<file path="src/rtl/nyancat_anim_ctrl.sv">
// nyancat_anim_ctrl: animation frame sequencer for the Nyancat renderer.
// Holds the frame index and only loads it on a vertical-blank tick, so the
// displayed frame never changes mid-screen. Commands arrive on a valid/ready
// port (PLAY, PAUSE, STEP, SET_DIV, SEEK, DIR).
// Optional feature: define NYANCAT_ANIM_REVERSE_EN to enable the DIR command
// (reverse playback). Without it DIR is a no-op and playback is forward only.
module nyancat_anim_ctrl #(
  parameter  int NUM_FRAMES  = 12,
  parameter  int ARG_W       = 4,
  parameter  int DEFAULT_DIV = 6,
  // IDX_W must not exceed ARG_W: SEEK loads the index from the argument.
  localparam int IDX_W       = $clog2(NUM_FRAMES)
) (
  input  logic             px_clk,
  input  logic             reset_n,
  input  logic             vblank_tick,
  input  logic             cmd_valid,
  output logic             cmd_ready,
  input  logic [2:0]       cmd_op,
  input  logic [ARG_W-1:0] cmd_arg,
  output logic [IDX_W-1:0] frame_index,
  output logic             frame_adv,
  output logic             playing
);

  // Run states
  localparam logic [1:0] ST_PLAYING   = 2'd0;
  localparam logic [1:0] ST_PAUSED    = 2'd1;
  localparam logic [1:0] ST_STEP_PEND = 2'd2;
  localparam logic [1:0] ST_SEEK_PEND = 2'd3;

  // Command opcodes (7 is reserved and behaves as NOP)
  localparam logic [2:0] OP_NOP     = 3'd0;
  localparam logic [2:0] OP_PLAY    = 3'd1;
  localparam logic [2:0] OP_PAUSE   = 3'd2;
  localparam logic [2:0] OP_STEP    = 3'd3;
  localparam logic [2:0] OP_SET_DIV = 3'd4;
  localparam logic [2:0] OP_SEEK    = 3'd5;
  localparam logic [2:0] OP_DIR     = 3'd6;

  localparam logic [IDX_W-1:0] LAST_IDX = IDX_W'(NUM_FRAMES - 1);
  localparam logic [ARG_W-1:0] LAST_ARG = ARG_W'(NUM_FRAMES - 1);

  logic [1:0]       r_state;
  logic [IDX_W-1:0] r_frame_index;
  logic             r_frame_adv;
  logic [ARG_W-1:0] r_div;
  logic [ARG_W-1:0] r_div_cnt;
  logic [IDX_W-1:0] r_pend_idx;
  logic             r_resume;

  logic [1:0]       w_state_next;
  logic [IDX_W-1:0] w_index_next;
  logic             w_adv_next;
  logic [ARG_W-1:0] w_div_next;
  logic [ARG_W-1:0] w_div_cnt_next;
  logic [IDX_W-1:0] w_pend_idx_next;
  logic             w_resume_next;
  logic [IDX_W-1:0] w_index_adv;
  logic             w_cmd_fire;

`ifdef NYANCAT_ANIM_REVERSE_EN
  logic r_dir;
  logic w_dir_next;

  // Next frame in the current direction, wrapping at both ends
  assign w_index_adv = r_dir
    ? ((r_frame_index == '0) ? LAST_IDX : r_frame_index - IDX_W'(1))
    : ((r_frame_index == LAST_IDX) ? '0 : r_frame_index + IDX_W'(1));
`else
  // Next frame, forward only, wrapping to frame 0
  assign w_index_adv = (r_frame_index == LAST_IDX) ? '0 : r_frame_index + IDX_W'(1);
`endif

  assign cmd_ready   = (r_state == ST_PLAYING) || (r_state == ST_PAUSED);
  assign w_cmd_fire  = cmd_valid && cmd_ready;
  assign playing     = (r_state == ST_PLAYING) || ((r_state == ST_SEEK_PEND) && r_resume);
  assign frame_index = r_frame_index;
  assign frame_adv   = r_frame_adv;

  // Next-state: the tick acts on pre-command state, then an accepted command
  // overwrites whatever registers it writes (e.g. PLAY clearing div_cnt).
  always_comb begin
    w_state_next    = r_state;
    w_index_next    = r_frame_index;
    w_adv_next      = 1'b0;
    w_div_next      = r_div;
    w_div_cnt_next  = r_div_cnt;
    w_pend_idx_next = r_pend_idx;
    w_resume_next   = r_resume;
`ifdef NYANCAT_ANIM_REVERSE_EN
    w_dir_next      = r_dir;
`endif

    if (vblank_tick) begin
      case (r_state)
        ST_PLAYING: begin
          if (r_div_cnt == r_div - ARG_W'(1)) begin
            w_index_next   = w_index_adv;
            w_adv_next     = 1'b1;
            w_div_cnt_next = '0;
          end else begin
            w_div_cnt_next = r_div_cnt + ARG_W'(1);
          end
        end
        ST_STEP_PEND: begin
          w_index_next = w_index_adv;
          w_adv_next   = 1'b1;
          w_state_next = ST_PAUSED;
        end
        ST_SEEK_PEND: begin
          w_index_next   = r_pend_idx;
          w_adv_next     = 1'b1;
          w_div_cnt_next = '0;
          w_state_next   = r_resume ? ST_PLAYING : ST_PAUSED;
        end
        default: ;
      endcase
    end

    if (w_cmd_fire) begin
      case (cmd_op)
        OP_NOP: ;
        OP_PLAY: begin
          w_state_next   = ST_PLAYING;
          w_div_cnt_next = '0;
        end
        OP_PAUSE: w_state_next = ST_PAUSED;
        OP_STEP: begin
          // Single-step only makes sense while paused
          if (r_state == ST_PAUSED) w_state_next = ST_STEP_PEND;
        end
        OP_SET_DIV: begin
          w_div_next     = (cmd_arg == '0) ? ARG_W'(1) : cmd_arg;
          w_div_cnt_next = '0;
        end
        OP_SEEK: begin
          w_pend_idx_next = (cmd_arg > LAST_ARG) ? LAST_IDX : cmd_arg[IDX_W-1:0];
          w_resume_next   = (r_state == ST_PLAYING);
          w_state_next    = ST_SEEK_PEND;
        end
`ifdef NYANCAT_ANIM_REVERSE_EN
        OP_DIR: w_dir_next = cmd_arg[0];
`else
        OP_DIR: ;
`endif
        default: ;
      endcase
    end
  end

  // State and datapath registers, cleared asynchronously on reset
  always_ff @(posedge px_clk or negedge reset_n) begin
    if (!reset_n) begin
      r_state       <= ST_PLAYING;
      r_frame_index <= '0;
      r_frame_adv   <= 1'b0;
      r_div         <= ARG_W'(DEFAULT_DIV);
      r_div_cnt     <= '0;
      r_pend_idx    <= '0;
      r_resume      <= 1'b0;
    end else begin
      r_state       <= w_state_next;
      r_frame_index <= w_index_next;
      r_frame_adv   <= w_adv_next;
      r_div         <= w_div_next;
      r_div_cnt     <= w_div_cnt_next;
      r_pend_idx    <= w_pend_idx_next;
      r_resume      <= w_resume_next;
    end
  end

`ifdef NYANCAT_ANIM_REVERSE_EN
  // Playback direction, forward after reset
  always_ff @(posedge px_clk or negedge reset_n) begin
    if (!reset_n) r_dir <= 1'b0;
    else          r_dir <= w_dir_next;
  end
`endif

endmodule
</file>
<file path="config.mk">
export PLATFORM = sky130hd
export DESIGN_NAME = nyancat_anim_ctrl
export DESIGN_NICKNAME = d
export VERILOG_FILES = /design/src/rtl/nyancat_anim_ctrl.sv
export SDC_FILE = /design/constraint.sdc
export NUM_CORES = 1
export LEC_CHECK = 0
export ABC_AREA = 0
export BUFFER_PORTS_ARGS = -buffer_cell sky130_fd_sc_hd__buf_2
export CAP_MARGIN = 20
export CORE_MARGIN = 5
export CORE_UTILIZATION = 63
export CTS_BUF_LIST = sky130_fd_sc_hd__clkbuf_8
export CTS_CLUSTER_DIAMETER = 80
export DETAILED_ROUTE_END_ITERATION = 6
export PLACE_DENSITY = 0.91
export SYNTH_ARGS = -nofsm -noshare
export SYNTH_HDL_FRONTEND = slang
export SYNTH_SLANG_ARGS = --single-unit
</file>
<file path="constraint.sdc">
create_clock -name px_clk -period 6.6 [get_ports px_clk]
set_input_delay 1.32 -clock px_clk [delete_from_list [all_inputs] [get_ports px_clk]]
set_output_delay 1.32 -clock px_clk [all_outputs]
set_load 0.03 [all_outputs]
</file>
== Word level (Yosys, flattened, before mapping) ==
Index checks and enable logic that the tools add are counted.

* Register bits: 20
* Bits in latches: 0
* RAM bits: 0
* Memory bits (read-only): 0
* Bits of input ports: 11
* Word-level logic and storage cells: 53
* Memories: 0

* $add $sub $neg: 3
* $mul: 0
* Div/mod/pow operators: 0
* $lt $le $gt $ge: 1
* Equality and inequality tests: 11
* Shift operators: 0
* Multiplexer cells: 19
* Bitwise logic cells: 0
* Reduce and logical (&&, ||, !) cells: 12

{| class="wikitable"
|+ Operator list
! cell !! number
|-
| $mux W4 || 8
|-
| $pmux W4 S3 || 1
|-
| $add A4 B1 Y4 const B || 2
|-
| $pmux W2 S4 || 1
|-
| $pmux W4 S2 || 1
|-
| $eq A3 B2 Y1 const B || 2
|-
| $eq A3 B3 Y1 const B || 2
|-
| $mux W2 || 3
|-
| $eq A2 B2 Y1 const B || 2
|-
| $eq A4 B4 Y1 || 1
|-
| $eq A4 B4 Y1 const B || 1
|-
| $gt A4 B4 Y1 const B || 1
|-
| $logic_not A4 Y1 || 1
|-
| $pmux W2 S2 || 1
|-
| $reduce_and A2 Y1 || 2
|-
| $reduce_or A2 Y1 || 2
|-
| $sub A4 B1 Y4 const B || 1
|-
| $eq A3 B1 Y1 const B || 1
|-
| $mux W1 || 3
|-
| $reduce_and A3 Y1 || 1
|-
| $reduce_bool A3 Y1 || 1
|-
| $eq A2 B1 Y1 const B || 1
|-
| $logic_and A1 B1 Y1 || 2
|-
| $logic_not A2 Y1 || 1
|-
| 3 further kinds || 4
|}

== Depth between registers and ports, before layout ==
* Word-level depth: 7
* Depth in mapped cells: 8
* Depth with buffers taken out: 7

== Worst setup path before layout ==
Ideal clock, no wire load.

* Kind: input -> register
* From: input port vblank_tick
* To: register r_frame_index[2] (netlist: frame_index[2])
* Library setup time: 0.124 ns
* Arrival time: 2.410 ns
* Required time: 6.476 ns
* Path slack: 4.066 ns
* Cell stages on the path: 5
* Buffers on the path: 1
* Path through: nand2b_1 or3_1 o32a_1 buf_6 a211o_2

* Cells in the longest elaborated chain, start to end: 1

{| class="wikitable"
|+ Ends and longest elaborated chain
! element !! line !! source
|-
| start: declaration || 16 || <nowiki>input logic vblank_tick,</nowiki>
|-
| $reduce_and A3 Y1 (no source line) || - ||
|-
| end signal: assignment || 164 || <nowiki>r_frame_index <= w_index_next;</nowiki>
|-
| end: declaration || 45 || <nowiki>logic [IDX_W-1:0] r_frame_index;</nowiki>
|}

Every way passes these cells.
A chain may end at the register's enable or synchronous reset.

== Worst setup path in the final report ==
* From: register r_state[1]
* To: output port cmd_ready

* Cells in the longest elaborated chain, start to end: 2
* Elaborated cells between the ends (all ways): 3
* Those cells by class: eq/ne: 1; reduce/logical: 2

{| class="wikitable"
|+ Ends and longest elaborated chain
! element !! line !! source
|-
| start: declaration || 44 || <nowiki>logic [1:0] r_state;</nowiki>
|-
| start signal: assignment || 163 || <nowiki>r_state <= w_state_next;</nowiki>
|-
| $eq A2 B1 Y1 or $logic_not A2 Y1 (tied branches) || 75 || <nowiki>assign cmd_ready = (r_state == ST_PLAYING) || (r_state == ST_PAUSED);</nowiki>
|-
| $logic_or A1 B1 Y1 (*) || 75 ||
|-
| end: declaration || 18 || <nowiki>output logic cmd_ready,</nowiki>
|}

Every way passes the cells marked *; elsewhere a longest branch is shown, timed or not.

==> results.cfg <==
[status]
outcome = complete, no violations

[die]
ios = 18
core-area_mm2 = 0.00192
die-area_mm2 = 0.00297
die_x_um = 54.5
fp.dieH_um = 54.5
start_util_pct = 65.0
rows = 16

[setup_path]
slowest_stage = dfrtp_1
max_stage_delay_ps = 450
r2r_slack_ps = 4290
crit_start = r_state[1]
r2r_start = r_div[1]
start_kind = flop
critPathBufInv = 2
critical_path_class = reg -> out
worst_ep_arrival_time_ps = 1590
crit_family = flip-flops
cp_cell_sequence = inv_1, ha_1, or2_2, buf_2
critPathCaptureType = output pin
crit_required_ps = 5280
cp_max_fo = 7

[power_and_ir_drop]
ir_worst_vdd_mv = 0.229
power_density_mw_per_mm2 = 461
power.static_leakage_nw = 0.622

[placed_design]
place_area_mm2 = 0.00134
portBuffers = 17
place_congestion = 0.785
dp_hpwl_mm = 1.87

[logic_synthesis]
netlist_instances = 135
synth.avg_cell_area_um2 = 9.25
seq_area_frac_synth_pct = 40.3
ys_seq_elements = 20
syn_nets = 153
synth_area_mm2 = 0.00125
synth_cell_types = 34
yosysWarnings = 0

[timing]
fin_crit_ps = 2910
hold_viol_final = 0
drv_slew = 0
worst_pin_slew_ps = 546
finalSetupViolations = 0
rsz0062_at_grt = no
fmax_ghz = 0.344
finalCritPeriodShare_pct = 44.1
slew_headroom_pct = 63.5
setup_tns_ps = 0
skew_ps = 1.88

[final_layout]
final_layout_size_suffix_gt1_share_pct = 21.9
diodes = 0
design_area_mm2 = 0.00140
layout_common_cells = dfrtp_1 (18), nand2_1 (17), buf_2 (17), a21oi_1 (12), o21ai_0 (12)
num-nets-final = 170
num-fill-cells = 156
final_common_cell = dfrtp_1
area_delta_synth_final_pct = 11.8

[hold_path]
min_path_type = reg -> reg
min_from = r_pend_idx[0]

[detailed_routing]
final_antenna_net_count = 0
drc = 0
routed_wl_mm = 2.54
drt-wirelength-per-cell_um = 14.3
viasPerCell = 5.87
drt-initial-drc-count = 22
vias = 1045
firstDrtPassIters = 4

[global_routing]
grt_overflow = 0
grt_pass1_vias = 971
grt_max_degree = 21
grt_util_all_layers_pct = 19.2
grt_pass1_wl_mm = 4.14
antenna_found_initial = 0

[clock_network]
clock_sinks = 20
htreeDepth = 1
cts_buffers = 3
cts_hold_buf = 0
cts.path.max_buffers = 2
cts_tree = yes
cts-resized-gates = 0
clk_latency_ps = 250
post_cts_buffers = 0
clkTransAtPathRegs_ps = 70
cts_root_buf = clkbuf_8

[job]
maxCapViolCount = 0
==> per-layer routing <==
layer / wire (µm) / GRT usage (%)
met1: 1160 / 24.5
met2: 1290 / 32.7
met3: 82 / 3.27
met4: 8 / 6.22
met5: 0 / 0
==> Yosys cell counts <==
cell type / number / area share (%)
a21o_1: 2 / 1.2
o32a_1: 1 / 0.80
nor3_1: 4 / 1.6
nand2_1: 17 / 5.1
xor3_1: 1 / 1.9
o21ai_0: 12 / 4.8
nor4b_2: 1 / 1.2
nor4_1: 2 / 1.0
o211ai_1: 3 / 1.8
nand3_1: 3 / 1.2
nor3b_1: 3 / 1.8
dfstp_2: 2 / 4.2
dfrtp_1: 18 / 36
clkbuf_1: 4 / 1.2
a21oi_1: 12 / 4.8
inv_1: 6 / 1.8
nor2_1: 4 / 1.2
buf_6: 1 / 0.90
o32ai_1: 1 / 0.70
mux2i_1: 1 / 0.80
a311oi_1: 1 / 0.70
nand2b_1: 3 / 1.5
mux2_2: 4 / 3.6
a211o_2: 2 / 1.6
nor2b_1: 3 / 1.5
o21bai_1: 2 / 1.2
nand4b_1: 1 / 0.70
o21ai_1: 2 / 0.80
o22ai_1: 1 / 0.50
or3_2: 2 / 1.2
xnor2_1: 5 / 3.5
or2_2: 1 / 0.50
ha_1: 7 / 7.0
or3_1: 3 / 1.5
==> report_power, final <==
part	switching, mW	leakage, nW	internal, mW	total [mW]
Sequential	0.0460	0.244	0.176	0.222
Combinational	0.192	0.349	0.136	0.328
Clock	0.0402	0.0288	0.0530	0.0932
Total	0.278	0.622	0.365	0.643
==> sequential cells by signal, indices dropped and copies added (netlist names) <==
signal,cells
r_pend_idx,4
frame_adv,1
r_div_cnt,4
frame_index,4
r_state,2
r_div,4
r_resume,1
==> path summary, 6_finish.rpt <==
| check | endpoint | cells past startpoint |
|---|---|---|
| min in group asynchronous | frame_adv | 1 |
| worst max register to register | frame_index[3] | 7 |
| worst min-delay path | r_pend_idx[0] | 2 |
| worst max-delay path | cmd_ready | 4 |
| max in group asynchronous | r_div[2] | 1 |
| worst min register to register | r_pend_idx[0] | 2 |
==> final cells by class <==
| cell class | instances | area (µm²) | share of cell area [%] |
|---|---|---|---|
| Multi-Input combinational cell | 104 | 697 | 49.9 |
| Inverter | 6 | 22.5 | 1.61 |
| Tap cell | 27 | 33.8 | 2.42 |
| Sequential cell | 20 | 503 | 36.0 |
| Clock buffer | 4 | 55.1 | 3.94 |
| Timing Repair Buffer | 17 | 85.1 | 6.09 |
==> stage by stage <==
step / setup WS [ps] / std cells / util (%) / hold WS [ps] / power (mW)
floorplan: 4070 / 135 / - / 450 / 0.475
global placement: 3900 / 174 / 69.8 / 468 / 0.528
detailed placement: 3840 / 174 / 69.8 / 480 / 0.546
CTS: 3700 / 178 / 72.7 / 499 / 0.642
global route: 3630 / 178 / 72.7 / 519 / 0.688
finish: 3690 / 178 / 72.7 / 496 / 0.643
==> worst register-to-register path: cells and delay by family, from the launching register on <==
family          cells  cell delay [ps]
xor+xnor            1              150
fa+ha+maj           1              280
buf+inv             1               50
flops               1              540
compound gates      2              560
simple gates        2              670
==> cell families after synthesis <==
kind of cell             after synthesis  share of synthesized area [%]
buffers and inverters                 11                           3.91
AND/OR/NAND/NOR                       47                           20.0
multiplexers                           5                           4.41
flip-flops                            20                           40.3
XOR/XNOR                               6                           5.41
AO/OA/AOI/OAI                         39                           18.9
adder cells (fa/ha/maj)                7                           7.01
Note: power is estimated with default switching activity, not from simulation.
